==> src/rtl/rv_pkg.sv <==
// rtl/rv_pkg.sv - shared RV32I/M opcode, funct7 and control-bundle definitions
package rv_pkg;

  localparam logic [6:0] OP_R      = 7'b0110011;
  localparam logic [6:0] OP_IMM    = 7'b0010011;
  localparam logic [6:0] OP_LOAD   = 7'b0000011;
  localparam logic [6:0] OP_STORE  = 7'b0100011;
  localparam logic [6:0] OP_BRANCH = 7'b1100011;
  localparam logic [6:0] OP_JAL    = 7'b1101111;
  localparam logic [6:0] OP_JALR   = 7'b1100111;
  localparam logic [6:0] OP_LUI    = 7'b0110111;
  localparam logic [6:0] OP_AUIPC  = 7'b0010111;

  localparam logic [6:0] F7_BASE   = 7'b0000000;
  localparam logic [6:0] F7_ALT    = 7'b0100000;
  localparam logic [6:0] F7_MULDIV = 7'b0000001;

  localparam logic [2:0] ALU_OP_ADD    = 3'b000;
  localparam logic [2:0] ALU_OP_BRANCH = 3'b001;
  localparam logic [2:0] ALU_OP_RFN    = 3'b010;
  localparam logic [2:0] ALU_OP_IFN    = 3'b011;
  localparam logic [2:0] ALU_OP_PASSB  = 3'b100;
  localparam logic [2:0] ALU_OP_MUL    = 3'b101;

  typedef struct packed {
    logic       branch;
    logic       jump;
    logic       mem_read;
    logic       mem_write;
    logic       mem_to_reg;
    logic       alu_src;
    logic       reg_write;
    logic [2:0] alu_op;
  } ctrl_t;

  // flags are ordered br,jmp,mr,mw,m2r,src,rw so table rows read left to right
  function automatic ctrl_t mk_ctrl(input logic [6:0] flags, input logic [2:0] op);
    return ctrl_t'({flags, op});
  endfunction

endpackage

==> src/rtl/rv_ctrl_dec.sv <==
// rtl/rv_ctrl_dec.sv - combinational RV32I(+M) opcode decoder producing the control bundle
module rv_ctrl_dec
  import rv_pkg::*;
#(
  parameter bit SUPPORT_M = 1'b0
) (
  input  logic [31:0] instr,
  output ctrl_t       ctrl,
  output logic        uses_rs1,
  output logic        uses_rs2,
  output logic        illegal,
  output logic [4:0]  rs1,
  output logic [4:0]  rs2,
  output logic [4:0]  rd
);

  logic [6:0] opcode;
  logic [6:0] funct7;
  logic       unused_funct3;

  assign opcode        = instr[6:0];
  assign funct7        = instr[31:25];
  assign unused_funct3 = ^instr[14:12];
  assign rs1           = instr[19:15];
  assign rs2           = instr[24:20];

  always_comb begin
    ctrl     = '0;
    illegal  = 1'b0;
    uses_rs1 = 1'b0;
    uses_rs2 = 1'b0;
    case (opcode)
      OP_R: begin
        uses_rs1 = 1'b1;
        uses_rs2 = 1'b1;
        if (funct7 == F7_BASE || funct7 == F7_ALT)
          ctrl = mk_ctrl(7'b0000001, ALU_OP_RFN);
        else if (SUPPORT_M && funct7 == F7_MULDIV)
          ctrl = mk_ctrl(7'b0000001, ALU_OP_MUL);
        else
          illegal = 1'b1;
      end
      OP_IMM: begin
        uses_rs1 = 1'b1;
        ctrl     = mk_ctrl(7'b0000011, ALU_OP_IFN);
      end
      OP_LOAD: begin
        uses_rs1 = 1'b1;
        ctrl     = mk_ctrl(7'b0010111, ALU_OP_ADD);
      end
      OP_STORE: begin
        uses_rs1 = 1'b1;
        uses_rs2 = 1'b1;
        ctrl     = mk_ctrl(7'b0001010, ALU_OP_ADD);
      end
      OP_BRANCH: begin
        uses_rs1 = 1'b1;
        uses_rs2 = 1'b1;
        ctrl     = mk_ctrl(7'b1000000, ALU_OP_BRANCH);
      end
      OP_JAL:   ctrl = mk_ctrl(7'b0100001, ALU_OP_ADD);
      OP_JALR: begin
        uses_rs1 = 1'b1;
        ctrl     = mk_ctrl(7'b0100011, ALU_OP_ADD);
      end
      OP_LUI:   ctrl = mk_ctrl(7'b0000011, ALU_OP_PASSB);
      OP_AUIPC: ctrl = mk_ctrl(7'b0000011, ALU_OP_ADD);
      default:  illegal = 1'b1;
    endcase
    // an illegal instruction reads nothing, so it can never trigger a load-use stall
    if (illegal) begin
      uses_rs1 = 1'b0;
      uses_rs2 = 1'b0;
    end
  end

  assign rd = (illegal || opcode == OP_STORE || opcode == OP_BRANCH) ? 5'd0 : instr[11:7];

endmodule

==> src/rtl/rv_ctrl_pipe.sv <==
// rtl/rv_ctrl_pipe.sv - decode stage with registered ID/EX bundle, load-use stall and flush
module rv_ctrl_pipe
  import rv_pkg::*;
#(
  parameter int ILEN       = 32,
  parameter int REG_ADDR_W = 5,
  parameter int ALU_OP_W   = 3,
  parameter int SUPPORT_M  = 0
) (
  input  logic                  clk_i,
  input  logic                  rst_n_i,
  input  logic                  in_valid_i,
  output logic                  in_ready_o,
  input  logic [ILEN-1:0]       instr_i,
  input  logic                  flush_i,
  output logic                  out_valid_o,
  input  logic                  out_ready_i,
  output logic                  branch_o,
  output logic                  jump_o,
  output logic                  mem_read_o,
  output logic                  mem_write_o,
  output logic                  mem_to_reg_o,
  output logic                  alu_src_o,
  output logic                  reg_write_o,
  output logic [ALU_OP_W-1:0]   alu_op_o,
  output logic [REG_ADDR_W-1:0] rs1_o,
  output logic [REG_ADDR_W-1:0] rs2_o,
  output logic [REG_ADDR_W-1:0] rd_o,
  output logic                  illegal_o
);

  if (ILEN != 32) begin : g_ilen_check
    $error("rv_ctrl_pipe supports only ILEN=32");
  end

  ctrl_t      dec_ctrl;
  logic       dec_uses_rs1;
  logic       dec_uses_rs2;
  logic       dec_illegal;
  logic [4:0] dec_rs1;
  logic [4:0] dec_rs2;
  logic [4:0] dec_rd;

  ctrl_t      q_ctrl;
  logic       stage_advance;
  logic       hazard;

  rv_ctrl_dec #(
    .SUPPORT_M (SUPPORT_M != 0)
  ) u_dec (
    .instr    (instr_i),
    .ctrl     (dec_ctrl),
    .uses_rs1 (dec_uses_rs1),
    .uses_rs2 (dec_uses_rs2),
    .illegal  (dec_illegal),
    .rs1      (dec_rs1),
    .rs2      (dec_rs2),
    .rd       (dec_rd)
  );

  assign stage_advance = !out_valid_o || out_ready_i;

  // a load still in ID/EX cannot forward yet, so a dependent instruction waits one cycle
  assign hazard = out_valid_o && mem_read_o && (rd_o != '0) && in_valid_i &&
                  ((dec_uses_rs1 && (REG_ADDR_W'(dec_rs1) == rd_o)) ||
                   (dec_uses_rs2 && (REG_ADDR_W'(dec_rs2) == rd_o)));

  assign in_ready_o = stage_advance && !hazard && !flush_i;

  always_ff @(posedge clk_i) begin
    if (!rst_n_i) begin
      out_valid_o <= 1'b0;
      q_ctrl      <= '0;
      illegal_o   <= 1'b0;
      rs1_o       <= '0;
      rs2_o       <= '0;
      rd_o        <= '0;
    end else if (flush_i) begin
      out_valid_o <= 1'b0;
    end else if (stage_advance) begin
      if (in_valid_i && !hazard) begin
        out_valid_o <= 1'b1;
        q_ctrl      <= dec_ctrl;
        illegal_o   <= dec_illegal;
        rs1_o       <= REG_ADDR_W'(dec_rs1);
        rs2_o       <= REG_ADDR_W'(dec_rs2);
        rd_o        <= REG_ADDR_W'(dec_rd);
      end else begin
        out_valid_o <= 1'b0;
      end
    end
  end

  assign branch_o     = q_ctrl.branch;
  assign jump_o       = q_ctrl.jump;
  assign mem_read_o   = q_ctrl.mem_read;
  assign mem_write_o  = q_ctrl.mem_write;
  assign mem_to_reg_o = q_ctrl.mem_to_reg;
  assign alu_src_o    = q_ctrl.alu_src;
  assign reg_write_o  = q_ctrl.reg_write;
  assign alu_op_o     = ALU_OP_W'(q_ctrl.alu_op);

endmodule
==> config.mk <==
export PLATFORM = sky130hd
export DESIGN_NAME = rv_ctrl_pipe
export DESIGN_NICKNAME = d
export VERILOG_FILES = /design/src/rtl/rv_pkg.sv /design/src/rtl/rv_ctrl_dec.sv /design/src/rtl/rv_ctrl_pipe.sv
export SDC_FILE = /design/constraint.sdc
export NUM_CORES = 1
export LEC_CHECK = 0
export CORE_ASPECT_RATIO = 1.75
export CORE_MARGIN = 2
export CORE_UTILIZATION = 47
export DETAILED_ROUTE_END_ITERATION = 8
export PLACE_DENSITY = 0.83
export SYNTH_ARGS = -nofsm -noshare
export SYNTH_HDL_FRONTEND = slang
export SYNTH_HIERARCHICAL = 1
export SYNTH_SLANG_ARGS = --single-unit
==> constraint.sdc <==
create_clock -name clk_i -period 2.9 [get_ports clk_i]
set_input_delay 0.58 -clock clk_i [delete_from_list [all_inputs] [get_ports clk_i]]
set_output_delay 0.58 -clock clk_i [all_outputs]
set_load 0.02 [all_outputs]
==> impl_results.md <==
* Run status: completed
* Post-Route WL at 5.88 mm
* CP Class: input pin to register
* Final Cycle Share at 0.976
* Total design power at 779 uW
* Synth unique cells at 42
* GRT Residual Overflow at 0
* CTS H-tree depth at 1
* Initial antenna violation count at 0
* Final Net Count at 332
* Slowest-stage cell, CP: nor4_4
* Sequential area share after synthesis at 0.262
* Post-route cell area at 2760 um2
* N_diodes at 0
* Die Wd at 54.1 um
* Most common cell on crit path: buf_4
* Row count at 31
* Area contributors post-synth: dfxtp_1 26%, nand3_1 13%, o211ai_2 12%, o2111ai_1 11%, buf_4 4.4%
* Setup-failing EPs final at 0
* Synthesized Nets at 277
* Number of detailed-route iterations in the first pass at 4
* EDFF count, synth at 0
* Crit end category: register
* Post-synth ARST share at 0
* Final GP Congestion at 0.877
* Fmax at 353 MHz
* Yosys reg bits at 27
* I/O pin count at 65
* Yosys warns at 6
* PortBufs at 60
* Final WS setup at 69.1 ps
* Global-route wire length before repair at 9.33 mm
* CP required at 3050 ps
* Via/cell ratio at 6.24
* Minimum clock period at 2830 ps
* Final antenna-violating net count at 0
* CTS tree: yes
* Synth area leader: dfxtp_1
* Crit-path max cell delay at 350 ps
* CP max FO at 3
* Post-DP HPWL at 3.99 mm
* Cells along the critical path: clkdlybuf4s15_1, nor4_4, nand2_2, buf_4, buf_4, buf_4, buf_4, buf_4, buf_4, buf_4, buf_4, buf_4, buf_4, a21o_1, a22o_1, nand3_2, o211ai_2
* Leak pwr at 1.09 nW
* Clock skew at 4.01 ps
* Via count of the first global-routing pass at 2051
* Top cell type's share of synthesized area at 0.262
* Die Ht at 91.6 um
* Area after DPL at 2630 um2
* Crit path DAT at 2990 ps
* Share of cells above drive strength 1 at 0.228
* Via count at 2142
* Synth Area per Inst at 8.59 um2
* CP bufs+invs at 11
* Residual DRC at 0
* Worst IR Drop VDD at 0.000276 V
* Syn Inst Count at 240
* CTS clk-pin slew, worst paths at 90 ps
* Max Root-Sink Buffers at 2
* Area growth syn-to-layout at 34.0%
* Top_reg_cell synth: dfxtp_1
* Worst Max-Slew Pin Slew at 482 ps
* Relative slew margins at 0.678
* Pin count of the biggest net entering global routing at 31
* Post-place setup slack at -519 ps
* Clk sinks at 27
* Core Region at 4190 um2
* Initial drt markers at 65
* Initial Utilization at 0.492
* Worst skew pair latency at 270 ps
* Full die area at 4950 um2
* CTS Buf Count at 3
* Gr usage total at 0.241
* Netlist Area Pre-Place at 2060 um2
* Setup_tns at 0 ps
* HP Class: register to register
* Final hold violations at 0
* Kind of start point of the critical path: input pin
* Power density over cell area at 282 nW/um2
* Top delay family on crit path: buffers and inverters
* Avg WL per Cell at 17.1 um
* Max-cap violations at 0
* Final Max Slew Viols at 0
* Clk root buf: clkbuf_8
tightest hold or removal path, delay by kind of cell, from the launching register on:
kind | cells | cell delay (ps)
AND/OR/NAND/NOR | 1 | 70
flip-flops | 1 | 340
AO/OA/AOI/OAI | 1 | 80
cell families after synthesis:
family,Yosys count,synth area share
AO/OA/AOI/OAI,70,0.317
XOR/XNOR,10,0.0425
AND/OR/NAND/NOR,92,0.258
buffers and inverters,40,0.115
multiplexers,1,0.00485
flip-flops,27,0.262
metrics by stage:
step / util / hold WS, ps / std cells
floorplan: - / 584 / 240
global placement: 0.628 / 498 / 329
detailed placement: 0.628 / 510 / 329
CTS: 0.655 / 527 / 343
global route: 0.659 / 555 / 343
finish: 0.659 / 523 / 343
layout make-up:
class / instances / area, um2
repair buffers: 90 / 818
flip-flops and latches: 27 / 541
well taps: 49 / 61.3
clock inverters: 1 / 5.00
multi-input cells: 173 / 1300
fillers: 370 / 1430
clock buffers: 3 / 41.3
flip-flops by register name (all words and copies together), names as in the netlist:
name / flops
alu_src_o: 1
alu_op_o: 3
branch_o: 1
reg_write_o: 1
out_valid_o: 1
mem_to_reg_o: 1
jump_o: 1
mem_read_o: 1
rs1_o: 5
mem_write_o: 1
illegal_o: 1
rs2_o: 5
rd_o: 5
worst paths after layout:
check | cells after the start | to | startpoint | slack [ps]
min reg2reg | 2 | rs2_o[3] | rs2_o[3] | 520
min | 2 | rs2_o[3] | rs2_o[3] | 520
max | 17 | illegal_o | instr_i[26] | 70
max reg2reg | 6 | reg_write_o | rd_o[1] | 940
routing by layer:
| layer | share of wire | GRT usage | up-vias |
|---|---|---|---|
| met5 | 0 | 0 | - |
| met4 | 0.020 | 0.110 | 0 |
| met3 | 0.060 | 0.0212 | 10 |
| met2 | 0.54 | 0.405 | 89 |
| met1 | 0.38 | 0.295 | 1019 |
| li1 | - | - | 1024 |
power breakdown:
group	internal [mW]	switching, mW	leakage (nW)
sequential	0.380	0.00795	0.219
clock	0.0962	0.118	0.0255
combinational	0.0888	0.0885	0.844
total	0.565	0.214	1.09
synthesized netlist by cell type, types with 2 or more instances:
master and instances:
buf_6 2, nor4_1 2, nor3_1 2, o2111ai_1 26
and3_1 2, buf_8 2, xor2_1 8, dfxtp_1 27
a21oi_1 4, buf_4 12, o211ai_2 19, nand3_1 52
nor2_1 5, a21boi_1 5, o211ai_1 7, a21o_1 2
nor2b_1 7, nand2_1 8, xnor2_1 2, clkbuf_1 19
and2_1 3, buf_2 4
cell usage in the layout, fill, tap and decap left out, drive strengths merged, types with 2 or more instances in the layout:
master / instances
nand2: 8
dfxtp: 27
nand3: 52
nor4: 4
a21oi: 4
o2111ai: 26
nand3b: 2
buf: 32
nor2: 6
nor2b: 7
nor3: 3
dlymetal6s2s: 2
xnor2: 2
xor2: 8
dlygate4sd2: 2
o211ai: 26
a21boi: 6
clkdlybuf4s50: 52
and3: 2
a21o: 2
clkdlybuf4s15: 2
and2: 3
clkbuf: 3
what timing repair did:
action	CTS	global route
cloned	0	0
resized for setup	9	8
buffers inserted	10	0
pin swaps	4	7
setup endpoints to repair	1	2
hold buffers	0	0
hold endpoints to repair	0	0
No activity file was read; power rests on OpenSTA's default activity.
==> RTL edit 1 (same settings) <==
Make the reset (`rst_n_i`) asynchronous in one clocked block.
--- a/src/rtl/rv_ctrl_pipe.sv
+++ b/src/rtl/rv_ctrl_pipe.sv
@@ -67,7 +67,7 @@
 
   assign in_ready_o = stage_advance && !hazard && !flush_i;
 
-  always_ff @(posedge clk_i) begin
+  always_ff @(posedge clk_i or negedge rst_n_i) begin
     if (!rst_n_i) begin
       out_valid_o <= 1'b0;
       q_ctrl      <= '0;
Formal check against the unedited RTL: differs if rst_n_i is asserted again (counterexample within 4 cycles, from zero or initial values and one cycle with rst_n_i low); with rst_n_i held inactive, the same outputs for 10 cycles.
==> RTL edit 1 against the original RTL <==
Wire length fell by 33%; synthesized area fell by 18%; sequential share of layout area rose by 8.9 points; non-clock buffer count fell by 16; worst setup slack improved by 0.036 ns; design area fell by 14%; sequential cell count did not move; power rose by 16%; critical path type is now in2out.
==> RTL edit 1: results <==
[clocking]
htree_levels = 1
clkTransAtPathRegs_ns = 0.09
cts_buffers = 3

[yosys]
synthTopCellsByArea = "dfrtp_1 40%, mux2_4 18%, buf_4 5.3%, xor2_1 4.1%, mux2_2 4.0%"
yosysSeqAreaShare_pct = 39.8
syn_area_per_cell_um2 = 12.6
yosysUniqueCellTypes = 41
synth_common_cells = "27 x dfrtp_1, 20 x mux2_4, 12 x buf_4"
synth_fp_nets = 172
synthArstFlopShare_pct = 100

[route]
drt_wl_total_um = 3950
firstDrtPassIters = 4
drt_iter0_drc = 10
routedWlPerCell_um = 16.4
vias_per_cell = 5.29

[worst_setup_path]
worst-endpoint-arrival_ns = 2.22
reg2regPathDepth = 7
path_max_fanout = 3
crit_path_start = "instr_i[27]"
r2r_end = "rs2_o[4]"
rrSetupSlack_ns = 0.60
r2r-start = "rd_o[3]"
cp-endpoint = "in_ready_o"

[global_routing]
grt_max_degree = 28
grt_pass1_wl_um = 6560
grt_pass1_vias = 1341
track_usage_pct = 20.3

[placed_design]
gp_congestion = 0.874
dp.cells = 236
hpwlAfterDp_um = 3130
port_buffers = 60
place_ws_ns = -0.503
dpl-instance-area_mm2 = 0.00231

[timing]
skew_ns = 0.00342
period_needed_ns = 2.80
maxSlewHeadroom_pct = 74.8

[outcome]
outcome = "finished clean"

[final_layout]
finalNetCount = 234
antenna_cells = 0
layout-drive-gt1-share_pct = 28.6

[power_and_ir_drop]
ir_worst_vdd_mv = 0.209
switching_share_pct = 27.2
p_leak_uw = 0.00106

[hold_path]
worstHoldStart = "rs1_o[2]"
## RTL edit 1: cell type report
| cell class | count | area, um2 |
|---|---|---|
| fillers | 263 | 1060 |
| flip-flops and latches | 27 | 676 |
| inverters | 1 | 3.75 |
| well taps | 45 | 56.3 |
| repair buffers | 74 | 714 |
| clock buffers | 4 | 45.0 |
| multi-input cells | 90 | 881 |
## RTL edit 1: metal layers
metal | up-vias | part of all wire (%) | GRT usage, % | wire length (um)
li1 | 592 | - | - | -
met2 | 46 | 56 | 38.3 | 2200
met5 | - | 0 | 0 | 0
met1 | 632 | 38 | 22.2 | 1490
met3 | 4 | 5.2 | 3.41 | 205
met4 | 0 | 1.2 | 6.82 | 49
## RTL edit 1: cells by family (layout without fill, tap and decap cells)
kind of cell           after synthesis  in the layout  share of synthesized area, %
AND/OR/NAND/NOR                     33             33                          14.4
multiplexers                        27             27                          22.2
flip-flops                          27             27                          39.8
AO/OA/AOI/OAI                       20             20                          9.28
buffers and inverters               18             79                          9.13
XOR/XNOR                            10             10                          5.15
## RTL edit 1: per-stage QoR
stage                     utilization [%]  setup TNS (ns)
after CTS                            68.8               0
after global routing                 69.2               0
after global placement               67.4           -4.76
final                                69.2               0
after detailed placement             67.4           -5.70
after floorplan                         -               0
## RTL edit 1: how the worst min path moves through the flow
stage	endpoint	slack, ns	depth (start not counted)
CTS	rs1_o[2]	0.52	1
floorplan	alu_op_o[0]	0.28	0
global placement	rs1_o[1]	0.49	1
finish	rs1_o[2]	0.52	1
global route	rs1_o[0]	0.54	1
detailed placement	mem_write_o	0.50	1
## RTL edit 1: repair_timing
action / CTS / global route
resized for setup: 9 / 4
hold endpoints to repair: 0 / 0
buffers inserted: 1 / 0
pin swaps: 3 / 5
setup endpoints to repair: 1 / 1
## RTL edit 1: worst max-delay path: stages
cell and delay [ns]:
dlygate4sd2_1 0.26, nor4_4 0.32, nand2_2 0.11, or2_1 0.21, a21oi_1 0.13, and2_1 0.15
a32oi_2 0.06, o211a_1 0.24, buf_4 0.15
## RTL edit 1: power groups by stage
stage	registers [uW]	clock network [uW]	logic [uW]
floorplan	468	0	106
global placement	431	0	264
detailed placement	434	0	271
CTS	427	212	270
global route	431	227	283
finish	426	206	269
==> RTL edit 2 (config.mk and constraints unchanged) <==
Made on the original files. `SUPPORT_M` is set to 0 in 2 places; all go to 1.
--- a/src/rtl/rv_ctrl_dec.sv
+++ b/src/rtl/rv_ctrl_dec.sv
@@ -2,7 +2,7 @@
 module rv_ctrl_dec
   import rv_pkg::*;
 #(
-  parameter bit SUPPORT_M = 1'b0
+  parameter bit SUPPORT_M = 1'b1
 ) (
   input  logic [31:0] instr,
   output ctrl_t       ctrl,
--- a/src/rtl/rv_ctrl_pipe.sv
+++ b/src/rtl/rv_ctrl_pipe.sv
@@ -5,7 +5,7 @@
   parameter int ILEN       = 32,
   parameter int REG_ADDR_W = 5,
   parameter int ALU_OP_W   = 3,
-  parameter int SUPPORT_M  = 0
+  parameter int SUPPORT_M  = 1
 ) (
   input  logic                  clk_i,
   input  logic                  rst_n_i,
Behaviour: not the same (Yosys sat finds a counterexample within 4 cycles, from zero or initial values and one cycle with rst_n_i low).
==> RTL edit 2 against the original RTL <==
Power up 1.5%; sequential share of layout area down 0.12 points; final cell count down 0.58%; synthesized area down 0.55%; non-clock buffer count down 5; via count down 1.2%; worst setup slack worse by 0.032 ns; design area up 0.63%; sequential cell count unchanged; wire length down 1.7%; combinational power up 4%; hold slack worse by 0.0017 ns.
==> RTL edit 2: results <==
[outcome]
outcome = "finished clean"

[worst_setup_path]
worst-endpoint-arrival_ns = 2.28
path_delay_family = "simple AND/OR/NAND/NOR gates"
slowest_stage = "clkdlybuf4s50_1"
cpPeakStageDelay_ns = 0.46
path_max_fanout = 2

[power_and_ir_drop]
ir_worst_vdd_mv = 0.233
switching_share_pct = 27.7
p_leak_uw = 0.00114

[route]
firstDrtPassIters = 4
vias_per_cell = 6.21
drt_iter0_drc = 58
routedWlPerCell_um = 16.9

[yosys]
synthFlopType = "dfxtp_1"
yosysSeqAreaShare_pct = 26.4
synth_fp_nets = 278
ys.warnings.count = 6
synthArstFlopShare_pct = 0
synthTopCellsByArea = "dfxtp_1 26%, nand3_1 13%, o211ai_2 12%, o2111ai_1 11%, buf_4 4.0%"
syn_area_per_cell_um2 = 8.51
synth_common_cells = "53 x nand3_1, 27 x dfxtp_1, 26 x o2111ai_1"
yosysUniqueCellTypes = 40

[clocking]
clkTransAtPathRegs_ns = 0.09
htree_levels = 1
worstSkewPairLatency_ns = 0.27
cts_buffers = 3
cts_root_buf = "clkbuf_8"
clockBufferDepth = 2

[final_layout]
antenna_cells = 0
layout-drive-gt1-share_pct = 21.2
finalNetCount = 330
top_regs = "rd_o (5), rs1_o (5), rs2_o (5)"
stdcell_count = 341

[global_routing]
antenna_found_initial = 0
grt_max_degree = 33
grt_pass1_vias = 2080
grt_pass1_wl_um = 9470
track_usage_pct = 24.9

[hold_path]
hold_class = "reg2reg"

[placed_design]
hpwlAfterDp_um = 3980
gp_congestion = 0.841
dpl-instance-area_mm2 = 0.00267
place_ws_ns = -0.567
port_buffers = 61

[timing]
maxSlewHeadroom_pct = 68.6
skew_ns = 0.00304
[RTL edit 2: cell count changes in the layout (fill, tap and decap cells not counted), moves of 4 or more]
cell	unedited run	this run
buf_4	30	24
and2_1	3	8
dlymetal6s2s_1	2	7
nor2b_1	7	2
a21boi_1	5	1
nand2b_1	0	4
[RTL edit 2: kinds of logic (layout without fill, tap and decap cells)]
logic type / count (synthesis) / count (layout) / synth area share (%)
compound gates: 68 / 68 / 31.7
flops: 27 / 27 / 26.4
simple gates: 97 / 97 / 26.5
xor+xnor: 10 / 10 / 4.27
buf+inv: 39 / 90 / 11.2
[RTL edit 2: power groups by stage]
stage	Clock, uW	Sequential (uW)	Combinational, uW
after global routing	241	390	197
final	219	388	184
after detailed placement	0	397	178
after floorplan	0	407	80.0
after CTS	222	388	182
after global placement	0	397	176
[RTL edit 2: routing by layer]
metal  routed length (um)  track usage, %  vias up
met4                  102            8.76        0
met3                  380            3.78        9
met2                 3080            42.4       81
met1                 2220            30.3     1013
li1                     -               -     1013
met5                    0               0        -
[RTL edit 2: path summary, 6_finish.rpt]
check,startpoint,to,slack [ns],cells past startpoint
setup / recovery,instr_i[16],in_ready_o,0.04,7
hold / removal,reg_write_o,reg_write_o,0.52,2
setup reg to reg,rd_o[1],rs2_o[0],0.82,6
hold reg to reg,reg_write_o,reg_write_o,0.52,2
[RTL edit 2: area by class of cell]
class / count / area (um2)
fillers: 328 / 1370
well taps: 49 / 61.3
inverters: 1 / 3.75
clock buffers: 4 / 45.0
multi-input cells: 175 / 1330
flip-flops and latches: 27 / 541
repair buffers: 85 / 802
[RTL edit 2: repair_timing]
action	in CTS	in global routing
pin swaps	5	5
resized for setup	15	9
setup buffers	1	0
setup endpoints to repair	1	1
